<file path="src/rtl/cpu_regfile_if.sv">
// Register file access bundle: two combinational read ports and one write port.
// The master drives the addresses and write data; the slave returns read data.
interface cpu_regfile_if #(
    parameter int DATA_WIDTH = 16,
    parameter int ADDR_WIDTH = 3
);
    logic [ADDR_WIDTH-1:0] raddr_a;
    logic [DATA_WIDTH-1:0] rdata_a;
    logic [ADDR_WIDTH-1:0] raddr_b;
    logic [DATA_WIDTH-1:0] rdata_b;
    logic                  we;
    logic [ADDR_WIDTH-1:0] waddr;
    logic [DATA_WIDTH-1:0] wdata;

    modport master (
        output raddr_a, raddr_b, we, waddr, wdata,
        input  rdata_a, rdata_b
    );

    modport slave (
        input  raddr_a, raddr_b, we, waddr, wdata,
        output rdata_a, rdata_b
    );
endinterface

</file>
<file path="src/rtl/cpu_regfile.sv">
// General-purpose register file: 2 async read ports, 1 sync write port.
// Define REGFILE_ZERO_REG_EN to hardwire register 0 to zero.
module cpu_regfile #(
    parameter int DATA_WIDTH = 16,
    parameter int ADDR_WIDTH = 3
) (
    input logic         clk,
    input logic         rst,
    cpu_regfile_if.slave rf
);
    localparam int DEPTH = 2 ** ADDR_WIDTH;

    logic [DATA_WIDTH-1:0] regs [DEPTH];
    logic                  wr_en;

`ifdef REGFILE_ZERO_REG_EN
    assign wr_en = rf.we && (rf.waddr != '0);
`else
    assign wr_en = rf.we;
`endif

    always_ff @(posedge clk) begin
        if (rst) begin
            for (int i = 0; i < DEPTH; i++) begin
                regs[i] <= '0;
            end
        end else if (wr_en) begin
            regs[rf.waddr] <= rf.wdata;
        end
    end

    // No write bypass: wdata is derived from these outputs upstream.
`ifdef REGFILE_ZERO_REG_EN
    assign rf.rdata_a = (rf.raddr_a == '0) ? '0 : regs[rf.raddr_a];
    assign rf.rdata_b = (rf.raddr_b == '0) ? '0 : regs[rf.raddr_b];
`else
    assign rf.rdata_a = regs[rf.raddr_a];
    assign rf.rdata_b = regs[rf.raddr_b];
`endif
endmodule

</file>
<file path="src/flat_wrapper.sv">
// flat-port wrapper written by rule: the top's interface ports become plain ports
module cpu_regfile_flat 
#(
    parameter int DATA_WIDTH = 16,
    parameter int ADDR_WIDTH = 3
)
  (clk, rst, rf_raddr_a, rf_raddr_b, rf_we, rf_waddr, rf_wdata, rf_rdata_a, rf_rdata_b);
  cpu_regfile_if #(.DATA_WIDTH(DATA_WIDTH), .ADDR_WIDTH(ADDR_WIDTH)) rf_i ();
  input logic clk;
  input logic rst;
  input wire logic [$bits(rf_i.raddr_a)-1:0] rf_raddr_a;
  input wire logic [$bits(rf_i.raddr_b)-1:0] rf_raddr_b;
  input wire logic [$bits(rf_i.we)-1:0] rf_we;
  input wire logic [$bits(rf_i.waddr)-1:0] rf_waddr;
  input wire logic [$bits(rf_i.wdata)-1:0] rf_wdata;
  output wire logic [$bits(rf_i.rdata_a)-1:0] rf_rdata_a;
  output wire logic [$bits(rf_i.rdata_b)-1:0] rf_rdata_b;
  assign rf_i.raddr_a = rf_raddr_a;
  assign rf_i.raddr_b = rf_raddr_b;
  assign rf_i.we = rf_we;
  assign rf_i.waddr = rf_waddr;
  assign rf_i.wdata = rf_wdata;
  assign rf_rdata_a = rf_i.rdata_a;
  assign rf_rdata_b = rf_i.rdata_b;
  cpu_regfile #(.DATA_WIDTH(DATA_WIDTH), .ADDR_WIDTH(ADDR_WIDTH)) u_core (.clk(clk), .rst(rst), .rf(rf_i));
endmodule
</file>
<file path="config.mk">
export PLATFORM = sky130hd
export DESIGN_NAME = cpu_regfile_flat
export DESIGN_NICKNAME = d
export VERILOG_FILES = /design/src/rtl/cpu_regfile_if.sv /design/src/rtl/cpu_regfile.sv /design/src/flat_wrapper.sv
export SDC_FILE = /design/constraint.sdc
export NUM_CORES = 1
export LEC_CHECK = 0
export CAP_MARGIN = 20
export CORE_MARGIN = 5
export CORE_UTILIZATION = 55
export CTS_BUF_LIST = sky130_fd_sc_hd__clkbuf_4
export DETAILED_ROUTE_END_ITERATION = 8
export GPL_ROUTABILITY_DRIVEN = 1
export PLACE_DENSITY = 0.76
export SYNTH_ARGS = -nofsm -noshare
export SYNTH_HDL_FRONTEND = slang
export SYNTH_SLANG_ARGS = --single-unit
export TNS_END_PERCENT = 1
</file>
<file path="constraint.sdc">
create_clock -name clk -period 3.4 [get_ports clk]
set_input_delay 0.85 -clock clk [delete_from_list [all_inputs] [get_ports clk]]
set_output_delay 0.85 -clock clk [all_outputs]
set_load 0.03 [all_outputs]
</file>
* Yosys cells after proc, flatten, opt, wreduce, memory -nomap -nowiden
Memory sizes are Yosys's and may differ from the RTL's.
Cells that the tools add are included.
** Operators by class
- Mux-type cells :: 8
- Reduce and logical (&&, ||, !) cells :: 1
** Operators with widths (number)
- $mux W16 :: 1
- $reduce_or A16 Y1 :: 1
- $mux W1 :: 6
- $mux W3 :: 1
** Storage, ports and cells
- Register bits :: 0
- Memory bits (writable) :: 128
- Input bits :: 28
- Output and inout bits :: 32
- Logic and storage cells :: 10
- Memories :: 1
** Memory list
- u_core.regs :: depth 8, bits a word 16, rd ports 2, clocked after Yosys merged registers in 0, write ports 8, line cpu_regfile.sv:13 : logic [DATA_WIDTH-1:0] regs [DEPTH];

* Longest topological paths before layout
- Word-level depth :: 5
- Mapped depth :: 5
- Gate-level depth less buffers :: 2

* Worst setup path after synthesis
Ideal clock, no wire load.
- Kind :: input to register
- Start :: input rf_waddr[0]
- End :: memory u_core.regs[4][0], enable pin
- Setup time :: 0.392 ns
- Data arrival time :: 2.476 ns
- Data required time :: 3.008 ns
- Slack :: 0.532 ns
- Stages :: 5
- Buffers on the path :: 3
- Cell sequence :: or3b_1 -> clkbuf_1 -> buf_6 -> buf_4 -> o21bai_1
** RTL lines
- start, declared :: line flat_wrapper.sv:14 : input wire logic [$bits(rf_i.waddr)-1:0] rf_waddr;
- end, declared :: line cpu_regfile.sv:13

* Worst setup path in the final report
- Start :: input rf_raddr_a[2]
- End :: output rf_rdata_a[13]
** Between the ends
- Longest elaborated chain between the ends :: 1
** Ends and longest elaborated chain
- start, declared :: line flat_wrapper.sv:11 : input wire logic [$bits(rf_i.raddr_a)-1:0] rf_raddr_a;
- $mem_v2 Z8 W16
- end, declared :: line flat_wrapper.sv:16 : output wire logic [$bits(rf_i.rdata_a)-1:0] rf_rdata_a;
Every way passes these cells.

==> out/results.ini <==
[run_status]
outcome=complete, no violations

[detailed_routing]
totalWireLength_um=16400
drt_first_iter_violations=383
dr_total_vias=4428
drt-met1-wl_um=6360
remaining_drc_errors=0
ant_nets=0
post_drt_wl_per_cell_um=23.6
met2_length_um=8740
dr.pass1.iters=5
via_per_inst=6.38
top_layer_used=met4
route.met3.wl_um=1030

[worst_hold_path]
hold_depth=3
holdCritPathClass=in2reg
min_to=u_core.regs[4][11]$_SDFFCE_PN0P_
min_from=rf_wdata[11]

[worst_setup_path]
required_ns=2.55
path_max_fanout=16
cp.arrival_ns=2.51
end_kind=output pin
critPathLaunchType=primary input
critPathKind=in2out

[clock_network]
cts_tree=built
cts_buffers=17
htreeDepth=4
clkTransAtPathRegs_ns=0.11
cts_root_buf=clkbuf_4
cts_buffer_depth=2
cts.sinks=128

[logic_synthesis]
synth.avg_cell_area_sq_um=16.3
yosysSeqAreaShare_pct=54.9
asyncSetResetFlopFracSynth_pct=0
synth.ff_latch_count=128
syn_inst=430
syn-cell-area_sq_um=7000
synth.largest_area_cell=edfxtp_1
synth_flop_cell=edfxtp_1
synth_warnings=0
synth.most_common_cell=edfxtp_1
synth_top_cells_by_count=128 x edfxtp_1, 122 x nor3_1, 56 x mux4_1
netlist_top_cells_area=edfxtp_1 55%, mux4_1 21%, nor3_1 8.7%, mux2_2 5.1%, mux4_2 2.3%
synth_top_area_share_pct=54.9
syn-num-nets=458
synth_edf_count=128
yosysUniqueCellTypes=21

[die]
die_h_um=123
die_w_um=123
core_area_sq_um=12600
dieArea_sq_um=15100
pin_count=60
initial_core_util_pct=55.7
num_rows=41

[cells_and_area]
area_growth_pct=17.1
drive_gt1_share_pct=28.6
largest_reg_flops=128
largest-register=u_core.regs
final_nets=536
reg_top3=u_core.regs: 128 flops
finish.instance_area_sq_um=8200
fin_util_pct=65.2
fill_cells=893

[timing]
slew_violations=0
rsz0062_at_grt=no
min_period_ns=3.36
slew-limit-headroom_pct=52.0
timing.fmax_mhz=297
finalSetupViolations=0
hold_viol_final=0
tightestPinTransition_ns=0.720
post-route-period-util_pct=98.9

[pwr]
powerDensity_nw_per_um2=447
peakVddDrop_v=0.000224
p_leak_uw=0.00281

[placed_design]
port_buffers=59
place.gp.congestion=0.769
dp_hpwl_um=11100
dpl_cell_area_sq_um=7890

[grt]
grt_pass1_wl_um=25700
grt_max_degree=55
grt_overflow=0
antenna_found_initial=1
track_usage_pct=23.4
grt_pass1_vias=4612

[job]
cap_violations=0

area by class of cell:
class	instances	area (sq um)	share of cell area, %
tap	172	215	2.63
antenna	1	2.50	0.0305
timing repair buffer	107	986	12.0
clock buffer	19	143	1.74
sequential	128	3840	46.9
inverter	16	60.1	0.733
clock inverter	13	164	2.00
multi-input combinational	238	2780	34.0
cell usage in the layout (no fill, tap or decap), types with 5 or more instances in the layout:
master | netlist | layout
buf_12 | 0 | 8
buf_4 | 1 | 58
clkbuf_4 | 0 | 19
clkdlybuf4s50_1 | 0 | 24
clkinv_1 | 16 | 17
clkinv_4 | 0 | 5
dlygate4sd2_1 | 0 | 13
edfxtp_1 | 128 | 128
mux2_2 | 32 | 32
mux4_1 | 56 | 56
mux4_2 | 7 | 7
nor3_1 | 122 | 122
nor3_2 | 6 | 6
o21bai_1 | 8 | 8
cell families (layout without fill, tap and decap cells):
logic type / after synthesis / count (layout) / share of synthesized area [%]
AOI/OAI and AO/OA: 8 / 8 / 0.858
buffers and inverters: 64 / 155 / 5.33
DFF: 128 / 128 / 54.9
muxes: 96 / 96 / 28.8
other: 0 / 1 / 0
and+or+nand+nor: 134 / 134 / 10.1
report_power, final:
part           internal, uW  leakage (uW)  total, uW  switching, uW
logic                   314       0.00142        679            365
clock network           528      0.000164       1100            575
registers              1830       0.00123       1880           45.2
repair_timing:
action | 4_1_cts | 5_1_grt
setup endpoints to repair | 17 | 0
gates resized for setup | 16 | 0
hold buffers | 0 | 0
setup buffers | 0 | 0
metrics by stage:
step | instances | total power [uW] | setup TNS, ns | hold slack [ns] | setup slack, ns
2_1_floorplan | 430 | 2340 | 0 | 1.18 | 0.532
3_3_place_gp | 661 | 2590 | -1.77 | 1.63 | -0.152
3_5_place_dp | 661 | 2610 | -2.05 | 1.65 | -0.171
4_1_cts | 693 | 3680 | 0 | 1.05 | 0.0304
5_1_grt | 694 | 3800 | 0 | 1.06 | 0.000238
6_report | 694 | 3660 | 0 | 1.08 | 0.0362
worst max-delay path: stages:
cell and delay [ns]:
clkdlybuf4s50_1 0.52, buf_12 0.17, buf_6 0.18, mux4_2 0.31, mux2_2 0.30, buf_4 0.17
metal layers:
| layer | vias up | track usage [%] |
|---|---|---|
| met1 | 2251 | 29.5 |
| met2 | 190 | 41.1 |
| li1 | 1961 | - |
| met5 | - | 0 |
| met3 | 26 | 4.98 |
| met4 | 0 | 6.37 |
worst max path at each step:
stage	startpoint	to	slack [ns]	depth (start not counted)
2_1_floorplan	rf_waddr[0]	u_core.regs[4][0]$_SDFFCE_PN0P_	0.53	5
3_3_place_gp	rf_raddr_a[2]	rf_rdata_a[2]	-0.15	5
3_5_place_dp	rf_raddr_a[2]	rf_rdata_a[9]	-0.17	5
4_1_cts	rf_raddr_a[2]	rf_rdata_a[13]	0.03	6
5_1_grt	rf_raddr_a[2]	rf_rdata_a[13]	0.0002	6
6_report	rf_raddr_a[2]	rf_rdata_a[13]	0.04	6
(Power assumes the default switching activity.)
